### config.mk
export PLATFORM = sky130hd
export DESIGN_NAME = io_cell_cfg_ctrl
export DESIGN_NICKNAME = d
export VERILOG_FILES = /design/src/rtl/io_cfg_pkg.sv /design/src/rtl/io_cfg_apb_if.sv /design/src/rtl/io_cell_cfg_ctrl.sv
export SDC_FILE = /design/constraint.sdc
export NUM_CORES = 1
export LEC_CHECK = 0
export BUFFER_PORTS_ARGS = -buffer_cell sky130_fd_sc_hd__buf_4
export CAP_MARGIN = 20
export CORE_UTILIZATION = 45
export CTS_CLUSTER_SIZE = 16
export DETAILED_ROUTE_END_ITERATION = 6
export PLACE_DENSITY = 0.71
export SYNTH_ARGS = -nofsm -noshare
export SYNTH_HDL_FRONTEND = slang
export SYNTH_SLANG_ARGS = --single-unit
### constraint.sdc
create_clock -name clk_internal -period 2.55 [get_ports clk_internal]
set_input_delay 0.3825 -clock clk_internal [delete_from_list [all_inputs] [get_ports clk_internal]]
set_output_delay 0.3825 -clock clk_internal [all_outputs]
set_load 0.01 [all_outputs]
### src/rtl/io_cfg_pkg.sv
// io_cfg_pkg: register map, status bit positions and FSM states for the I/O cell config controller
package io_cfg_pkg;
  localparam logic [7:0] SHADOW_BASE = 8'h00;
  localparam logic [7:0] ACTIVE_BASE = 8'h40;
  localparam logic [7:0] COMMIT_OFS  = 8'h80;
  localparam logic [7:0] STATUS_OFS  = 8'h84;
  localparam int STAT_BUSY = 0;
  localparam int STAT_PEND = 1;
  typedef enum logic {IDLE, APPLY} cfg_state_e;
endpackage

### src/rtl/io_cfg_apb_if.sv
// io_cfg_apb_if: APB decode, ready/error generation, shadow-write stall and read mux
module io_cfg_apb_if
  import io_cfg_pkg::*;
#(
  parameter int CONF_WIDTH = 5,
  parameter int NUM_CELLS  = 10
) (
  input  logic                  psel,
  input  logic                  penable,
  input  logic                  pwrite,
  input  logic [7:0]            paddr,
  input  logic [31:0]           pwdata,
  output logic [31:0]           prdata,
  output logic                  pready,
  output logic                  pslverr,
  input  logic                  busy,
  input  logic                  pending,
  input  logic [CONF_WIDTH-1:0] shadow_rd,
  input  logic [CONF_WIDTH-1:0] active_rd,
  output logic [3:0]            reg_idx,
  output logic [CONF_WIDTH-1:0] wdata,
  output logic                  shadow_we,
  output logic                  commit_we
);
  logic access, in_range, sh_hit, ac_hit, cm_hit, st_hit, ok, stall, unused_bits;
  logic [31:0] status, rd_word;
  assign access   = psel & penable;
  assign reg_idx  = paddr[5:2];
  assign wdata    = pwdata[CONF_WIDTH-1:0];
  assign in_range = {1'b0, reg_idx} < 5'(NUM_CELLS);
  assign sh_hit   = paddr[7:6] == SHADOW_BASE[7:6] && in_range;
  assign ac_hit   = paddr[7:6] == ACTIVE_BASE[7:6] && in_range && !pwrite;
  assign cm_hit   = paddr[7:2] == COMMIT_OFS[7:2];
  assign st_hit   = paddr[7:2] == STATUS_OFS[7:2] && !pwrite;
  assign ok       = sh_hit | ac_hit | cm_hit | st_hit;
  // shadow writes wait out an in-flight commit so active never copies a half-updated shadow
  assign stall     = sh_hit & pwrite & busy;
  assign pready    = access & !stall;
  assign pslverr   = access & !ok;
  assign shadow_we = pready & sh_hit & pwrite;
  assign commit_we = pready & cm_hit & pwrite & pwdata[0];
  assign status    = (32'(busy) << STAT_BUSY) | (32'(pending) << STAT_PEND);
  assign rd_word   = sh_hit ? 32'(shadow_rd) : ac_hit ? 32'(active_rd) : st_hit ? status : '0;
  assign prdata    = (pready & !pwrite) ? rd_word : '0;
  assign unused_bits = ^{pwdata[31:CONF_WIDTH], paddr[1:0]};
endmodule

### src/rtl/io_cell_cfg_ctrl.sv
// io_cell_cfg_ctrl: shadow/active I/O cell config registers with a staggered one-cell-at-a-time commit
module io_cell_cfg_ctrl
  import io_cfg_pkg::*;
#(
  parameter int CONF_WIDTH = 5,
  parameter int NUM_CELLS  = 10,
  parameter int STAGGER    = 2,
  parameter logic [NUM_CELLS*CONF_WIDTH-1:0] RESET_CFG = '0
) (
  input  logic                            clk_internal,
  input  logic                            reset_internal,
  input  logic                            psel,
  input  logic                            penable,
  input  logic                            pwrite,
  input  logic [7:0]                      paddr,
  input  logic [31:0]                     pwdata,
  output logic [31:0]                     prdata,
  output logic                            pready,
  output logic                            pslverr,
  output logic [NUM_CELLS*CONF_WIDTH-1:0] cell_cfg,
  output logic                            cfg_busy,
  output logic                            cfg_done
);
  localparam int GW = $clog2(STAGGER + 1);
  typedef logic [CONF_WIDTH-1:0] cell_t;
  cfg_state_e state_q, state_d;
  logic [3:0] idx_q, idx_d, reg_idx;
  logic [GW-1:0] gap_q, gap_d;
  logic recommit_q, recommit_d, done_q, done_d;
  cell_t shadow_q [NUM_CELLS];
  cell_t shadow_d [NUM_CELLS];
  cell_t active_q [NUM_CELLS];
  cell_t active_d [NUM_CELLS];
  cell_t wdata, shadow_rd, active_rd;
  logic shadow_we, commit_we, in_range, pending;
  logic [NUM_CELLS*CONF_WIDTH-1:0] shadow_flat;

  io_cfg_apb_if #(.CONF_WIDTH(CONF_WIDTH), .NUM_CELLS(NUM_CELLS)) u_apb (
    .psel(psel), .penable(penable), .pwrite(pwrite), .paddr(paddr), .pwdata(pwdata),
    .prdata(prdata), .pready(pready), .pslverr(pslverr),
    .busy(cfg_busy), .pending(pending), .shadow_rd(shadow_rd), .active_rd(active_rd),
    .reg_idx(reg_idx), .wdata(wdata), .shadow_we(shadow_we), .commit_we(commit_we)
  );

  assign in_range  = {1'b0, reg_idx} < 5'(NUM_CELLS);
  assign shadow_rd = in_range ? shadow_q[reg_idx] : '0;
  assign active_rd = in_range ? active_q[reg_idx] : '0;
  assign cfg_busy  = state_q == APPLY;
  assign cfg_done  = done_q;
  assign pending   = shadow_flat != cell_cfg;

  for (genvar i = 0; i < NUM_CELLS; i++) begin : g_flat
    assign cell_cfg[i*CONF_WIDTH +: CONF_WIDTH]    = active_q[i];
    assign shadow_flat[i*CONF_WIDTH +: CONF_WIDTH] = shadow_q[i];
  end

  always_comb begin
    state_d    = state_q;
    idx_d      = idx_q;
    gap_d      = gap_q;
    recommit_d = recommit_q;
    done_d     = 1'b0;
    shadow_d   = shadow_q;
    active_d   = active_q;
    if (shadow_we) shadow_d[reg_idx] = wdata;
    if (state_q == IDLE) begin
      if (commit_we) begin
        state_d = APPLY;
        idx_d   = '0;
        gap_d   = '0;
      end
    end else begin
      recommit_d = recommit_q | commit_we;
      if (gap_q != '0) gap_d = gap_q - 1'b1;
      else begin
        active_d[idx_q] = shadow_q[idx_q];
        gap_d = GW'(STAGGER - 1);
        if (idx_q == 4'(NUM_CELLS - 1)) begin
          // a commit that arrived during this pass replays the whole frame instead of finishing
          idx_d      = '0;
          recommit_d = 1'b0;
          state_d    = (recommit_q | commit_we) ? APPLY : IDLE;
          done_d     = !(recommit_q | commit_we);
        end else idx_d = idx_q + 4'd1;
      end
    end
  end

  always_ff @(posedge clk_internal) begin
    if (!reset_internal) begin
      state_q    <= IDLE;
      idx_q      <= '0;
      gap_q      <= '0;
      recommit_q <= 1'b0;
      done_q     <= 1'b0;
      for (int i = 0; i < NUM_CELLS; i++) begin
        shadow_q[i] <= RESET_CFG[i*CONF_WIDTH +: CONF_WIDTH];
        active_q[i] <= RESET_CFG[i*CONF_WIDTH +: CONF_WIDTH];
      end
    end else begin
      state_q    <= state_d;
      idx_q      <= idx_d;
      gap_q      <= gap_d;
      recommit_q <= recommit_d;
      done_q     <= done_d;
      shadow_q   <= shadow_d;
      active_q   <= active_d;
    end
  end
endmodule

==> out/results.txt <==
The flow ran to the end, and the final reports show no timing, DRC or antenna violations. Of the available clock period, the critical path in the final layout requires 98.6%. In this run the mean area of a mapped cell was 9.34 sq um. Summing the sequential cell areas from Yosys gives 35.2% of the chip area. The logs give 0.36 ns for the clock latency on the worst-skew pair and 0 for the remaining number of nets flagged by the antenna check after routing. After the first detailed-routing iteration, the DRC count stood at 530. The tools report the worst slack after detailed placement as 0.0623 ns. Largest fanout of any net on the critical path: 3. The cell family contributing the most delay on the critical path is simple AND/OR/NAND/NOR gates. For the initial antenna violation count, the log shows 0. Clock tree synthesis selected as its root buffer the cell sky130_fd_sc_hd__clkbuf_16.

The number of storage elements in the synthesis netlist came out at 109. The path class of the tightest hold or removal check is in2reg. The clock-pin slew on the worst setup and hold paths works out to 0.07 ns. The portion of netlist area occupied by mux cells works out to 19.5%. In this run, synthesis inferred 0 flip-flops with an integrated enable. The number of setup violations in the final report was 0.

The largest net degree at the start of global routing is 110, and the cell count after synthesis is 664. For the final routed database, the setup TNS stands at 0 ns. The required time of the worst setup path was 2.17 ns.

The overall routing resource usage is 28.1%, and the initial cell density of the core is 46.5%. Summing the areas of all and, or, nand and nor instances in the mapped netlist gives 17.3% of the synthesized area. Setup repair after global routing left no endpoint under its margin. At the worst endpoint, the arrival time is 2.13 ns. For this run, the number of standard cells in the final layout without fillers is 904.

TritonCTS built the clock tree. The routed design could run at a clock period as short as 2.51 ns. In this run the post-CTS setup repair buffer count came out at 0. After synthesis, the share of flip-flops with an asynchronous set or reset is 0%.

Global routing finished with a remaining overflow of 0. The via count of the first global-routing pass was 5,046; the via count was 5,477. Cell area power density: 457 nW/um^2. The run gives 0 as the total count of max-transition violations in the final report. The number of clock buffers inserted by TritonCTS came out at 9. Summing the areas of all xor and xnor instances in the mapped netlist gives 7.06% of the synthesized area. The post-synthesis instance area came out at 6200 sq um. The multi-input combinational cells in the finished layout cover a total of 3770 sq um. The clock tree synthesis step divided the H-tree into 3 levels. The tools report the TritonCTS sink count as 109.

In this run the standard cell core region covers 13,300 sq um. On the critical path, the stage with the largest delay is an instance of sky130_fd_sc_hd__or4b_4. Hold violation count in the final report: 0. Once detailed placement completed, the half-perimeter wirelength came to 14,200 um. The leading area contributor after synthesis was sky130_fd_sc_hd__dfxtp_1.

Row count: 42. The post-detailed-route wirelength per cell was 21.7 um; the share of the synthesized area in the top cell type was 35.2%. The congestion estimate from routability-driven global placement came to 1.00.

For this run, the number of Yosys warnings is 0. Most used flip-flop cell after synthesis: sky130_fd_sc_hd__dfxtp_1. The longest clock path from root to sink contains 2 buffers. The library cell appearing most often on the critical path is sky130_fd_sc_hd__buf_4.

The run gives 30,100 um as the global-route wire length before repair. In the routed layout, each cell is associated on average with a via count of 6.06. The worst setup path is captured at an output pin.

The biggest cell delay along the critical path works out to 0.53 ns. By area the synthesized netlist is led by sky130_fd_sc_hd__dfxtp_1, sky130_fd_sc_hd__mux2i_1, sky130_fd_sc_hd__mux4_2. Summed over all layers, the routed wires come to 19,600 um. Synthesis instantiated 58 different standard cells from the library. Worst path setup slack after routing: 0.0355 ns. The run gives 0 as the number of inserted diodes. Across the whole layout, storage elements account for 2180 sq um. From bottom edge to top edge, the die measures 119 um. The tools report the worst ir drop on vdd as 0.000375 V. Summing the areas of all fa, ha and maj instances in the mapped netlist gives 0% of the synthesized area. Walking the worst path, the cells encountered are buf_4 -> or4b_4 -> nor3b_1 -> nor2_1 -> a311oi_2 -> and3_1 -> buf_4. The analysis attributes to cell leakage a power of 2.85 nW. The kind of start point of the critical path was an input port. The filler cell count in the final layout is 1,211.

The logs give 888 for the cell total after placement and 5 for the number of search-and-repair iterations in the first detailed-routing pass. In the final layout, the share of cells above drive strength 1 is 22.1%. In this run the tightest slew margin relative to its limit is 40.9%. The number of buffers and inverters on the critical path is 2.

The dominant combinational cell family by area after synthesis is multiplexers. In the routed design, unresolved DRC markers number 0. At the pin with the least slew margin, the transition time is 0.886 ns. The complex-gate fraction of the synthesized area came out at 14.5%. Input and output buffers added on the ports amount to 74. The full die area was 14,300 sq um. At the end of the flow, the number of nets in the layout was 768.

The type of the setup path with the least slack is in2out. Max-cap violations in this run came to 0. In this run the count of I/O pins placed on the die edge is 131.

From synthesis to final layout, the design area changed by 16.6%. The clock tree skew after final layout is 0.00759 ns. The die is 119 um wide. For this run, the top clock speed supported by timing is 0.398 GHz.
## tightest hold or removal path, delay by kind of cell
family / cells / cell delay, ns
AO/OA/AOI/OAI: 1 / 0.07
buffers and inverters: 1 / 0.16
AND/OR/NAND/NOR: 1 / 0.07
## per-stage QoR
stage | area (sq um) | util [%] | total power, mW | hold slack (ns)
after floorplan | 6300 | - | 1.91 | 0.417
final | 7230 | 54.2 | 3.30 | 0.370
after detailed placement | 6910 | 51.7 | 1.95 | 0.451
after global placement | 6910 | 51.7 | 1.95 | 0.430
after global routing | 7230 | 54.2 | 3.41 | 0.379
after CTS | 7210 | 54.0 | 3.32 | 0.359
## worst paths after layout
check	startpoint	endpoint	slack, ns	depth (start not counted)
worst max-delay path	paddr[4]	prdata[1]	0.04	7
worst min-delay path	pwdata[2]	shadow_flat[47]$_SDFFE_PN0P_	0.37	3
worst min register to register	recommit_q$_SDFFE_PN0P_	cfg_done$_SDFF_PP0_	0.45	1
worst max register to register	idx_q[1]$_SDFFE_PN0P_	cell_cfg[30]$_SDFFE_PN0P_	0.20	6
## cell type report
class / count / share of cell area (%)
clock buffers: 14 / 3.79
clock inverters: 2 / 0.225
inverters: 2 / 0.104
multi-input cells: 505 / 52.2
flip-flops and latches: 109 / 30.2
well taps: 176 / 3.04
repair buffers: 96 / 10.5
## where the power goes
group	internal (mW)	leakage [nW]	switching, mW
clock	0.746	0.139	0.631
sequential	1.70	0.878	0.00117
combinational	0.0823	1.83	0.139
total	2.53	2.85	0.772
## flip-flops by register name (all words and copies together), names as in the netlist
signal and flops:
idx_q 4, gap_q 2, shadow_flat 50, cfg_done 1, cell_cfg 50, cfg_busy 1
recommit_q 1
## cells in the final DEF, fill, tap and decap left out, drive strengths merged, types with 21 or more instances in the layout
| cell type | count |
|---|---|
| xnor2 | 48 |
| mux2i | 66 |
| nor2 | 27 |
| mux4 | 21 |
| a21oi | 47 |
| nand2 | 21 |
| o21ai | 47 |
| nor2b | 59 |
| dfxtp | 109 |
| buf | 96 |
| conb | 27 |
## routing by layer
metal / global-route usage, % / routed length, um / vias up
li1: - / - / 2468
met1: 37.4 / 8170 / 2650
met2: 44.1 / 9040 / 316
met3: 6.51 / 1840 / 43
met4: 10.5 / 550 / 0
met5: 0 / 0 / -
## synth_stat cells, types with 2 or more instances
| library cell | n |
|---|---|
| sky130_fd_sc_hd__nand4_1 | 17 |
| sky130_fd_sc_hd__buf_1 | 3 |
| sky130_fd_sc_hd__nand2b_1 | 6 |
| sky130_fd_sc_hd__nor2b_1 | 59 |
| sky130_fd_sc_hd__xnor2_1 | 48 |
| sky130_fd_sc_hd__xor2_1 | 2 |
| sky130_fd_sc_hd__a21oi_1 | 47 |
| sky130_fd_sc_hd__or3b_2 | 2 |
| sky130_fd_sc_hd__buf_4 | 28 |
| sky130_fd_sc_hd__nand2_1 | 21 |
| sky130_fd_sc_hd__a22o_1 | 2 |
| sky130_fd_sc_hd__a22oi_1 | 12 |
| sky130_fd_sc_hd__nor4b_1 | 3 |
| sky130_fd_sc_hd__or3_1 | 2 |
| sky130_fd_sc_hd__mux4_2 | 21 |
| sky130_fd_sc_hd__nor4_1 | 5 |
| sky130_fd_sc_hd__nor3_2 | 3 |
| sky130_fd_sc_hd__o22ai_1 | 6 |
| sky130_fd_sc_hd__nor3b_1 | 2 |
| sky130_fd_sc_hd__nand3_1 | 19 |
| sky130_fd_sc_hd__mux2i_1 | 66 |
| sky130_fd_sc_hd__a21boi_0 | 12 |
| sky130_fd_sc_hd__clkbuf_1 | 35 |
| sky130_fd_sc_hd__a211oi_1 | 8 |
| sky130_fd_sc_hd__o31ai_1 | 6 |
| sky130_fd_sc_hd__dfxtp_1 | 109 |
| sky130_fd_sc_hd__mux2_2 | 7 |
| sky130_fd_sc_hd__buf_2 | 7 |
| sky130_fd_sc_hd__nor2_2 | 6 |
| sky130_fd_sc_hd__nor2_1 | 21 |
| sky130_fd_sc_hd__a31oi_1 | 3 |
| sky130_fd_sc_hd__o21ai_0 | 46 |
| sky130_fd_sc_hd__nor3_1 | 5 |
## cell families after synthesis
family	after synthesis
xor+xnor	50
flops	109
other cells	1
compound gates	151
buf+inv	76
simple gates	183
mux	94
## repair_timing
| action | CTS | global route |
|---|---|---|
| pin swaps | 0 | 2 |
| resized for setup | 3 | 3 |
| setup endpoints to repair | 1 | 1 |
| hold buffers | 0 | 0 |
(Power assumes the default switching activity.)
